`src/rtl/al_mcu_gpio_pkg.sv`:
```
// Shared definitions for the MCU high GPIO bank: register address width and
// register index map seen by the MCU/fabric register port.
package al_mcu_gpio_pkg;

    localparam int ADDR_W = 3;

    localparam logic [ADDR_W-1:0] ADDR_DATA_OUT = 3'd0;
    localparam logic [ADDR_W-1:0] ADDR_DIR      = 3'd1;
    localparam logic [ADDR_W-1:0] ADDR_DATA_IN  = 3'd2;
    localparam logic [ADDR_W-1:0] ADDR_RISE_EN  = 3'd3;
    localparam logic [ADDR_W-1:0] ADDR_FALL_EN  = 3'd4;
    localparam logic [ADDR_W-1:0] ADDR_IRQ_STAT = 3'd5;
    localparam logic [ADDR_W-1:0] ADDR_OUT_SET  = 3'd6;
    localparam logic [ADDR_W-1:0] ADDR_OUT_CLR  = 3'd7;

endpackage

```
`src/rtl/al_gpio_debounce.sv`:
```
// Single-channel debounce filter: a new synchronised level is accepted only
// after DEB_CYCLES consecutive samples that differ from the current output.
module al_gpio_debounce #(
    parameter int DEB_CYCLES = 4
) (
    input  logic clk,
    input  logic rst_n,
    input  logic din,
    output logic filt
);

    generate
        if (DEB_CYCLES <= 1) begin : g_pass
            always_ff @(posedge clk or negedge rst_n) begin
                if (!rst_n) begin
                    filt <= 1'b0;
                end else begin
                    filt <= din;
                end
            end
        end else begin : g_filt
            localparam int CNT_W = $clog2(DEB_CYCLES + 1);
            localparam logic [CNT_W-1:0] CNT_LAST = CNT_W'(DEB_CYCLES - 1);

            logic [CNT_W-1:0] cnt;

            // Counter only runs while the input disagrees; it is cleared on accept so it never wraps.
            always_ff @(posedge clk or negedge rst_n) begin
                if (!rst_n) begin
                    filt <= 1'b0;
                    cnt  <= '0;
                end else if (din == filt) begin
                    cnt  <= '0;
                end else if (cnt == CNT_LAST) begin
                    filt <= din;
                    cnt  <= '0;
                end else begin
                    cnt  <= cnt + CNT_W'(1);
                end
            end
        end
    endgenerate

endmodule

```
`src/rtl/al_mcu_gpio_bank.sv`:
```
// Fabric-side GPIO bank controller: output/direction registers, synchronised and
// debounced inputs, edge-triggered sticky interrupt status and a simple register port.
module al_mcu_gpio_bank
    import al_mcu_gpio_pkg::*;
#(
    parameter int NUM_CH     = 16,
    parameter int DEB_CYCLES = 4
) (
    input  logic              ppm_clk,
    input  logic              rst_n,
    input  logic              reg_wr,
    input  logic              reg_rd,
    input  logic [ADDR_W-1:0] reg_addr,
    input  logic [NUM_CH-1:0] reg_wdata,
    output logic [NUM_CH-1:0] reg_rdata,
    output logic              reg_rvalid,
    input  logic [NUM_CH-1:0] gpio_in,
    output logic [NUM_CH-1:0] gpio_out,
    output logic [NUM_CH-1:0] gpio_oe_n,
    output logic              irq
);

    logic [NUM_CH-1:0] data_out;
    logic [NUM_CH-1:0] dir;
    logic [NUM_CH-1:0] rise_en;
    logic [NUM_CH-1:0] fall_en;
    logic [NUM_CH-1:0] irq_stat;
    logic [NUM_CH-1:0] irq_stat_next;
    logic [NUM_CH-1:0] stat_clr;

    logic [NUM_CH-1:0] sync_s1;
    logic [NUM_CH-1:0] sync_s2;
    logic [NUM_CH-1:0] filt;
    logic [NUM_CH-1:0] filt_q;
    logic [NUM_CH-1:0] rise;
    logic [NUM_CH-1:0] fall;
    logic [NUM_CH-1:0] rdata_next;

    assign gpio_out  = data_out;
    assign gpio_oe_n = ~dir;

    // Two-flop synchroniser stage for the asynchronous pad inputs
    always_ff @(posedge ppm_clk or negedge rst_n) begin
        if (!rst_n) begin
            sync_s1 <= '0;
            sync_s2 <= '0;
        end else begin
            sync_s1 <= gpio_in;
            sync_s2 <= sync_s1;
        end
    end

    generate
        for (genvar i = 0; i < NUM_CH; i++) begin : g_ch
            al_gpio_debounce #(
                .DEB_CYCLES(DEB_CYCLES)
            ) u_deb (
                .clk   (ppm_clk),
                .rst_n (rst_n),
                .din   (sync_s2[i]),
                .filt  (filt[i])
            );
        end
    endgenerate

    // Edge detect stage on the filtered level
    always_ff @(posedge ppm_clk or negedge rst_n) begin
        if (!rst_n) begin
            filt_q <= '0;
        end else begin
            filt_q <= filt;
        end
    end

    assign rise = filt & ~filt_q;
    assign fall = ~filt & filt_q;

    // A new edge in the same cycle as a W1C of that bit keeps the bit set.
    always_comb begin
        stat_clr = '0;
        if (reg_wr && (reg_addr == ADDR_IRQ_STAT)) begin
            stat_clr = reg_wdata;
        end
        irq_stat_next = (irq_stat & ~stat_clr) | (rise & rise_en) | (fall & fall_en);
    end

    always_comb begin
        rdata_next = '0;
        case (reg_addr)
            ADDR_DATA_OUT: rdata_next = data_out;
            ADDR_DIR:      rdata_next = dir;
            ADDR_DATA_IN:  rdata_next = filt;
            ADDR_RISE_EN:  rdata_next = rise_en;
            ADDR_FALL_EN:  rdata_next = fall_en;
            ADDR_IRQ_STAT: rdata_next = irq_stat;
            default:       rdata_next = '0;
        endcase
    end

    // Register file and read response stage
    always_ff @(posedge ppm_clk or negedge rst_n) begin
        if (!rst_n) begin
            data_out   <= '0;
            dir        <= '0;
            rise_en    <= '0;
            fall_en    <= '0;
            irq_stat   <= '0;
            irq        <= 1'b0;
            reg_rdata  <= '0;
            reg_rvalid <= 1'b0;
        end else begin
            irq_stat <= irq_stat_next;
            irq      <= |irq_stat_next;

            if (reg_wr) begin
                case (reg_addr)
                    ADDR_DATA_OUT: data_out <= reg_wdata;
                    ADDR_DIR:      dir      <= reg_wdata;
                    ADDR_RISE_EN:  rise_en  <= reg_wdata;
                    ADDR_FALL_EN:  fall_en  <= reg_wdata;
                    ADDR_OUT_SET:  data_out <= data_out | reg_wdata;
                    ADDR_OUT_CLR:  data_out <= data_out & ~reg_wdata;
                    default:       ;
                endcase
            end

            if (reg_rd && !reg_wr) begin
                reg_rdata  <= rdata_next;
                reg_rvalid <= 1'b1;
            end else begin
                reg_rvalid <= 1'b0;
            end
        end
    end

endmodule

```
`config.mk`:
```
export PLATFORM = sky130hd
export DESIGN_NAME = al_mcu_gpio_bank
export DESIGN_NICKNAME = d
export VERILOG_FILES = /design/src/rtl/al_mcu_gpio_pkg.sv /design/src/rtl/al_gpio_debounce.sv /design/src/rtl/al_mcu_gpio_bank.sv
export SDC_FILE = /design/constraint.sdc
export NUM_CORES = 1
export LEC_CHECK = 0
export CAP_MARGIN = 20
export CORE_MARGIN = 2
export CORE_UTILIZATION = 45
export CTS_CLUSTER_SIZE = 30
export DETAILED_ROUTE_END_ITERATION = 8
export GPL_TIMING_DRIVEN = 0
export PLACE_DENSITY = 0.7
export SLEW_MARGIN = 20
export SYNTH_ARGS = -nofsm -noshare
export SYNTH_HDL_FRONTEND = slang
export SYNTH_HIERARCHICAL = 1
export SYNTH_SLANG_ARGS = --single-unit
```
`constraint.sdc`:
```
create_clock -name ppm_clk -period 4.6 [get_ports ppm_clk]
set_input_delay 0.92 -clock ppm_clk [delete_from_list [all_inputs] [get_ports ppm_clk]]
set_output_delay 0.92 -clock ppm_clk [all_outputs]
set_load 0.005 [all_outputs]
```
# [After elaboration in Yosys (flattened, before gate mapping)]
# Cells that the tools add are included.
[totals] ff_bits=210 input_bits=39 output_inout_bits=50 elab_cells=190
[op_classes] addsub=16 n_eq_ne=39 muxes=36 bitwise_logic=30 n_reduce_logical=26
[ops] cell="$and A16 B16 Y16" n=6
[ops] cell="$mux W3" n=32
[ops] cell="$pmux W16 S6" n=1
[ops] cell="$not A16 Y16" n=5
[ops] cell="$eq A3 B2 Y1 const B" n=18
[ops] cell="$add A3 B1 Y3 const B" n=16
[ops] cell="$or A16 B16 Y16" n=3
[ops] cell="$pmux W16 S3" n=1
[ops] cell="$reduce_and A2 Y1" n=20
[ops] cell="$eq A1 B1 Y1" n=16
[ops] cell="$mux W16" n=1
[ops] cell="$not A1 Y1" n=16
[ops] cell="$reduce_or A16 Y1" n=1
[ops] cell="$eq A3 B3 Y1 const B" n=4
[ops] cell="$eq A3 B1 Y1 const B" n=1
[ops] cell="$logic_not A3 Y1" n=1
[ops] cell="$reduce_bool A3 Y1" n=1
[ops] cell="$logic_and A1 B1 Y1" n=2
[ops] cell="$logic_not A1 Y1" n=1
[ops] cell="$mux W1" n=1

# [Logic depth before layout (Yosys ltp)]
[logic_depth] depth_word=8 mapped_depth=8 depth_no_buf=5

# [By module]
# The synthesis kept the hierarchy.
[modules_own_cells] module="al_mcu_gpio_bank" n_inst=1 cells_per_inst=575 area_each_um2=6172.2 seq_area_each_um2=3653.5
[modules_own_cells] module="al_gpio_debounce at g_ch[10].u_deb ..." n_inst=15 cells_per_inst=11 area_each_um2=166.4 seq_area_each_um2=100.1
[modules_own_cells] module="al_gpio_debounce at g_ch[0].u_deb" n_inst=1 cells_per_inst=11 area_each_um2=178.9 seq_area_each_um2=100.1

# [Worst setup path before layout]
# Ideal clock, no wire load.
[synth_timing] path_type="input port to flip-flop" startpoint="input port reg_addr[0]" endpoint="register irq" setup_ps=139 arrival_time_ps=2658 required_time_ps=4461 setup_slack_ps=1803 stages=8 n_path_buf=3 cell_sequence="buf_2 and4b_1 buf_4 buf_6 nand2_1 a21o_1 or4_1 or4_1"
[synth_between] elab_chain_cells=8
[synth_rtl] element="start: declaration" line="al_mcu_gpio_bank.sv:13" source="input logic [ADDR_W-1:0] reg_addr,"
[synth_rtl] element="$eq A3 B3 Y1" line="al_mcu_gpio_bank.sv:81" source="if (reg_wr && (reg_addr == ADDR_IRQ_STAT)) begin"
[synth_rtl] element="$logic_and A1 B1 Y1" line="al_mcu_gpio_bank.sv:81"
[synth_rtl] element="$mux W16" line="al_mcu_gpio_bank.sv:81"
[synth_rtl] element="$not A16 Y16" line="al_mcu_gpio_bank.sv:84" source="irq_stat_next = (irq_stat & ~stat_clr) | (rise & rise_en) | (fall & fall_en);"
[synth_rtl] element="$and A16 B16 Y16" line="al_mcu_gpio_bank.sv:84"
[synth_rtl] element="$or A16 B16 Y16 (2 in series)" line="al_mcu_gpio_bank.sv:84"
[synth_rtl] element="named net irq_stat_next[3]" line="al_mcu_gpio_bank.sv:28" source="logic [NUM_CH-1:0] irq_stat_next;"
[synth_rtl] element="$reduce_or A16 Y1" line="al_mcu_gpio_bank.sv:113" source="irq <= |irq_stat_next;"
[synth_rtl] element="end signal: assignment" line="al_mcu_gpio_bank.sv:113"
[synth_rtl] element="end: declaration" line="al_mcu_gpio_bank.sv:20" source="output logic irq"
# The timed path passes the listed nets, and every way through them passes these cells.
# A chain may end at the register's enable or synchronous reset.

# [Worst setup path after layout]
[layout_timing] startpoint="input port reg_addr[2]" endpoint="register fall_en[5]"
[layout_between] elab_chain_cells=2
[layout_rtl] element="$eq A3 B3 Y1" line="al_mcu_gpio_bank.sv:116" source="case (reg_addr)"
[layout_rtl] element="$reduce_and A2 Y1 (no line)"
[layout_rtl] element="end signal: assignment" line="al_mcu_gpio_bank.sv:120" source="ADDR_FALL_EN: fall_en <= reg_wdata;"
[layout_rtl] element="end: declaration" line="al_mcu_gpio_bank.sv:26" source="logic [NUM_CH-1:0] fall_en;"
# Every way passes these cells.

==> results.md <==
- Status: finished clean
- Nets: between 900 and 1k
- Clock Latency Late Sink: ~0.50 ns
- Period utilisation layout: between 70% and 80%
- Mapped Avg Cell Area: about 12 µm²
- IO Count: 89
- Clk buf depth: 3
- Yosys cell types: 37
- Pre-CTS WS: ~0.48 ns
- Worst path required time: about 5.0 ns
- Initial antenna violation count: 0
- FMAX: ~280 MHz
- Max Cap Viol: 0
- Crit path max fanout: 10
- Site Rows: between 50 and 60
- Core ar.: between 15000 and 20000 µm²
- Post-Route WL: roughly 21 mm
- Clock tree from TritonCTS: done
- CP max stage cell: nor4b_2
- Via/cell ratio: about 5.5
- IO Port Bufs: 86
- Setup Skew: approximately 0.0084 ns
- YS warnings: 6
- Post-DP HPWL: about 14 mm
- Worst setup EP type: flip-flop
- Share of layout cells above drive strength 1: 12.64%
- VDD IR-drop max: a little under 0.4 mV
- Worst Setup Start Kind: primary input
- Syn Inst Count: roughly 750
- Biggest cell delay along the critical path: around 0.90 ns
- Vias in the first global route: 6345
- Kind of critical path: in2reg
- Die Area: ~21000 µm²
- Area growth, synth to finish: 22.23%
- Hold WC Path Type: in2async
- PD cells: 513.1 nW/µm²
- Max-slew violations: 0
- CTS sink cnt: 210
- Fin worst setup slack: 1.024 ns
- Register bit total from synthesis: 210
- Post-synthesis net count: a little over 800
- CP delay by family, top: buffers and inverters
- Initial Utilization: 45.61%
- Measured slew at the worst slew-check pin: 1.051 ns
- Final hold violation count: 0
- Setup TNS: 0 ns
- Wire per inst: ~18 µm
- GPL Wtd Cong: around 0.84
- Post-Place Cells: roughly 1.1k
- Die X: between 100 and 150 µm
- Pwr Total: 0.005549 W
- Post-Syn Area: roughly 9000 µm²
- Grt ovf: 0
- Tmin final: approximately 3.6 ns
- Utilization after layout: around 56%
- Final setup vio count: 0
- Pleak: roughly 4.5 nW
- Critical path depth: 6
- Clock slew at reported path FFs: about 0.06 ns
- DR DRC count: 0
- Register area share after synthesis: between 50% and 60%
- RSZ-0062 raised after global routing: false
- Post-CTS setup buffer count: 0
- First-pass GRT wire length: approximately 34 mm
- Worst EP arrival: approximately 4.0 ns
- Routed Antenna Nets: 0
- Largest net degree at the start of global routing: 92
- Fin cells: around 1.1k
- CTS Hold Bufs: 0
- DRT Pass-1 Iters: 5
- DRT iter0 DRCs: between 500 and 600
- CTS root buffer: clkbuf_16
- Cells on worst reg2reg path: 5
- Post-CTS Resized: 0
- Max transition margin: between 20% and 30%
- # H-tree levels: 1
- Vias: approximately 6.3k
- Total GRT Usage: between 20% and 30%
- Die height: 144.2 µm
- CTS buffer count: 22
- Cell-by-cell trace of the critical path: clkdlybuf4s50_1, buf_4, clkinv_1, nor4b_2, clkbuf_1, mux2_2
- Crit path buf inv count: 4
power by group:
part	internal (W)	total, W	switching, W
logic	0.000647	0.00117	0.000524
registers	0.00230	0.00263	0.000330
clock network	0.00103	0.00175	0.000713
total	0.00398	0.00555	0.00157
registers in the layout, indices dropped and copies added, names as in the netlist, 16 cells and up:
signal / count
irq_stat: 16
g_ch.u_deb/filt: 16
rise_en: 16
gpio_out: 16
sync_s2: 16
fall_en: 16
reg_rdata: 16
dir: 16
sync_s1: 16
g_ch.u_deb/g_filt.cnt: 48
filt_q: 16
synthesized netlist by cell type, drive strengths merged:
cell	n	share of area [%]
a21o	15	1.3
a21oi	17	0.96
a221oi	26	2.6
a22o	9	0.89
a22oi	10	0.85
a31oi	1	0.071
and2	1	0.071
and3	1	0.071
and4b	1	0.11
buf	10	0.71
clkbuf	25	1.1
clkinv	2	0.085
dfrtp	210	59
ha	16	2.3
inv	17	0.72
mux2	49	6.3
mux2i	12	1.4
nand2	119	5.0
nand2b	1	0.071
nand3b	17	1.4
nor2	11	0.47
nor2b	20	2.8
nor3	16	0.96
nor3b	31	2.7
nor4b	1	0.17
o211ai	7	0.59
o21ai	69	3.9
o22ai	16	1.1
or4	5	0.42
xnor2	16	1.6
placed cells by master (no fill, tap or decap), types with 2 or more instances in the layout:
cell type,count
dfrtp_1,210
nand2_1,119
clkdlybuf4s50_1,85
o21ai_0,69
mux2_2,48
clkbuf_1,30
nor3b_1,30
a221oi_1,26
clkbuf_16,23
nand3b_1,17
inv_1,17
a21oi_1,17
o22ai_1,16
xnor2_1,16
nor2b_4,16
ha_1,16
a21o_1,15
nor3_1,15
mux2i_1,12
nor2_1,11
a22oi_1,10
a22o_1,9
o211ai_1,7
or4_1,5
clkinv_2,5
nor2b_1,4
buf_1,4
clkbuf_8,4
buf_6,2
buf_2,2
buf_4,2
clkinv_1,2
buf_16,2
metal layers:
metal | part of all wire [%] | GRT usage [%] | routed length [µm]
met3 | 7.4 | 5.099 | 1567
met1 | 45 | 29.88 | 9439
met4 | 2.3 | 5.468 | 477
met2 | 46 | 32.96 | 9667
met5 | 0 | 0 | 0
final cells by class:
class	instances	area (µm²)
Clock buffer	32	649.4
Sequential cell	210	5255
Fill cell	1639	8584
Clock inverter	7	62.56
Timing Repair Buffer	88	920.9
Multi-Input combinational cell	487	3364
Tap cell	265	331.6
Antenna cell	1	2.502
Buffer	35	156.4
Inverter	19	71.32
cell families (layout without fill, tap and decap cells):
group | count (synthesis) | in the layout | synth area share, %
and+or+nand+nor | 224 | 224 | 14.30
DFF | 210 | 210 | 59.40
AOI/OAI and AO/OA | 170 | 170 | 12.25
muxes | 61 | 61 | 7.637
buffers and inverters | 54 | 181 | 2.574
adders and majority gates | 16 | 16 | 2.263
xor gates and xnor gates | 16 | 16 | 1.584
other | 0 | 1 | 0
through the flow:
stage          hold WS (ns)  instance area (µm²)
3_3_place_gp         0.3336                10040
4_1_cts              0.2968                10810
2_1_floorplan        0.3312                 8847
6_report             0.2980                10810
5_1_grt              0.3076                10810
3_5_place_dp         0.3347                10100
final timing paths:
check | start | end | slack, ns
worst max-delay path | reg_addr[2] | fall_en[5] | 1.02
worst min-delay path | rst_n | g_ch[9].u_deb/g_filt.cnt[1] | 0.30
worst max register to register | g_ch[2].u_deb/filt | irq | 2.41
worst min register to register | sync_s1[10] | sync_s2[10] | 0.35
max in group asynchronous | rst_n | fall_en[15] | 3.58
min in group ppm_clk | sync_s1[10] | sync_s2[10] | 0.35
worst reg2reg max path, stage by stage (launching register included):
cell	delay (ns)
dfrtp_1	0.43
nand3b_1	0.13
o21ai_0	0.13
a21o_1	0.21
or4_1	0.56
or4_1	0.58
Power figures use the tool's default switching activity.
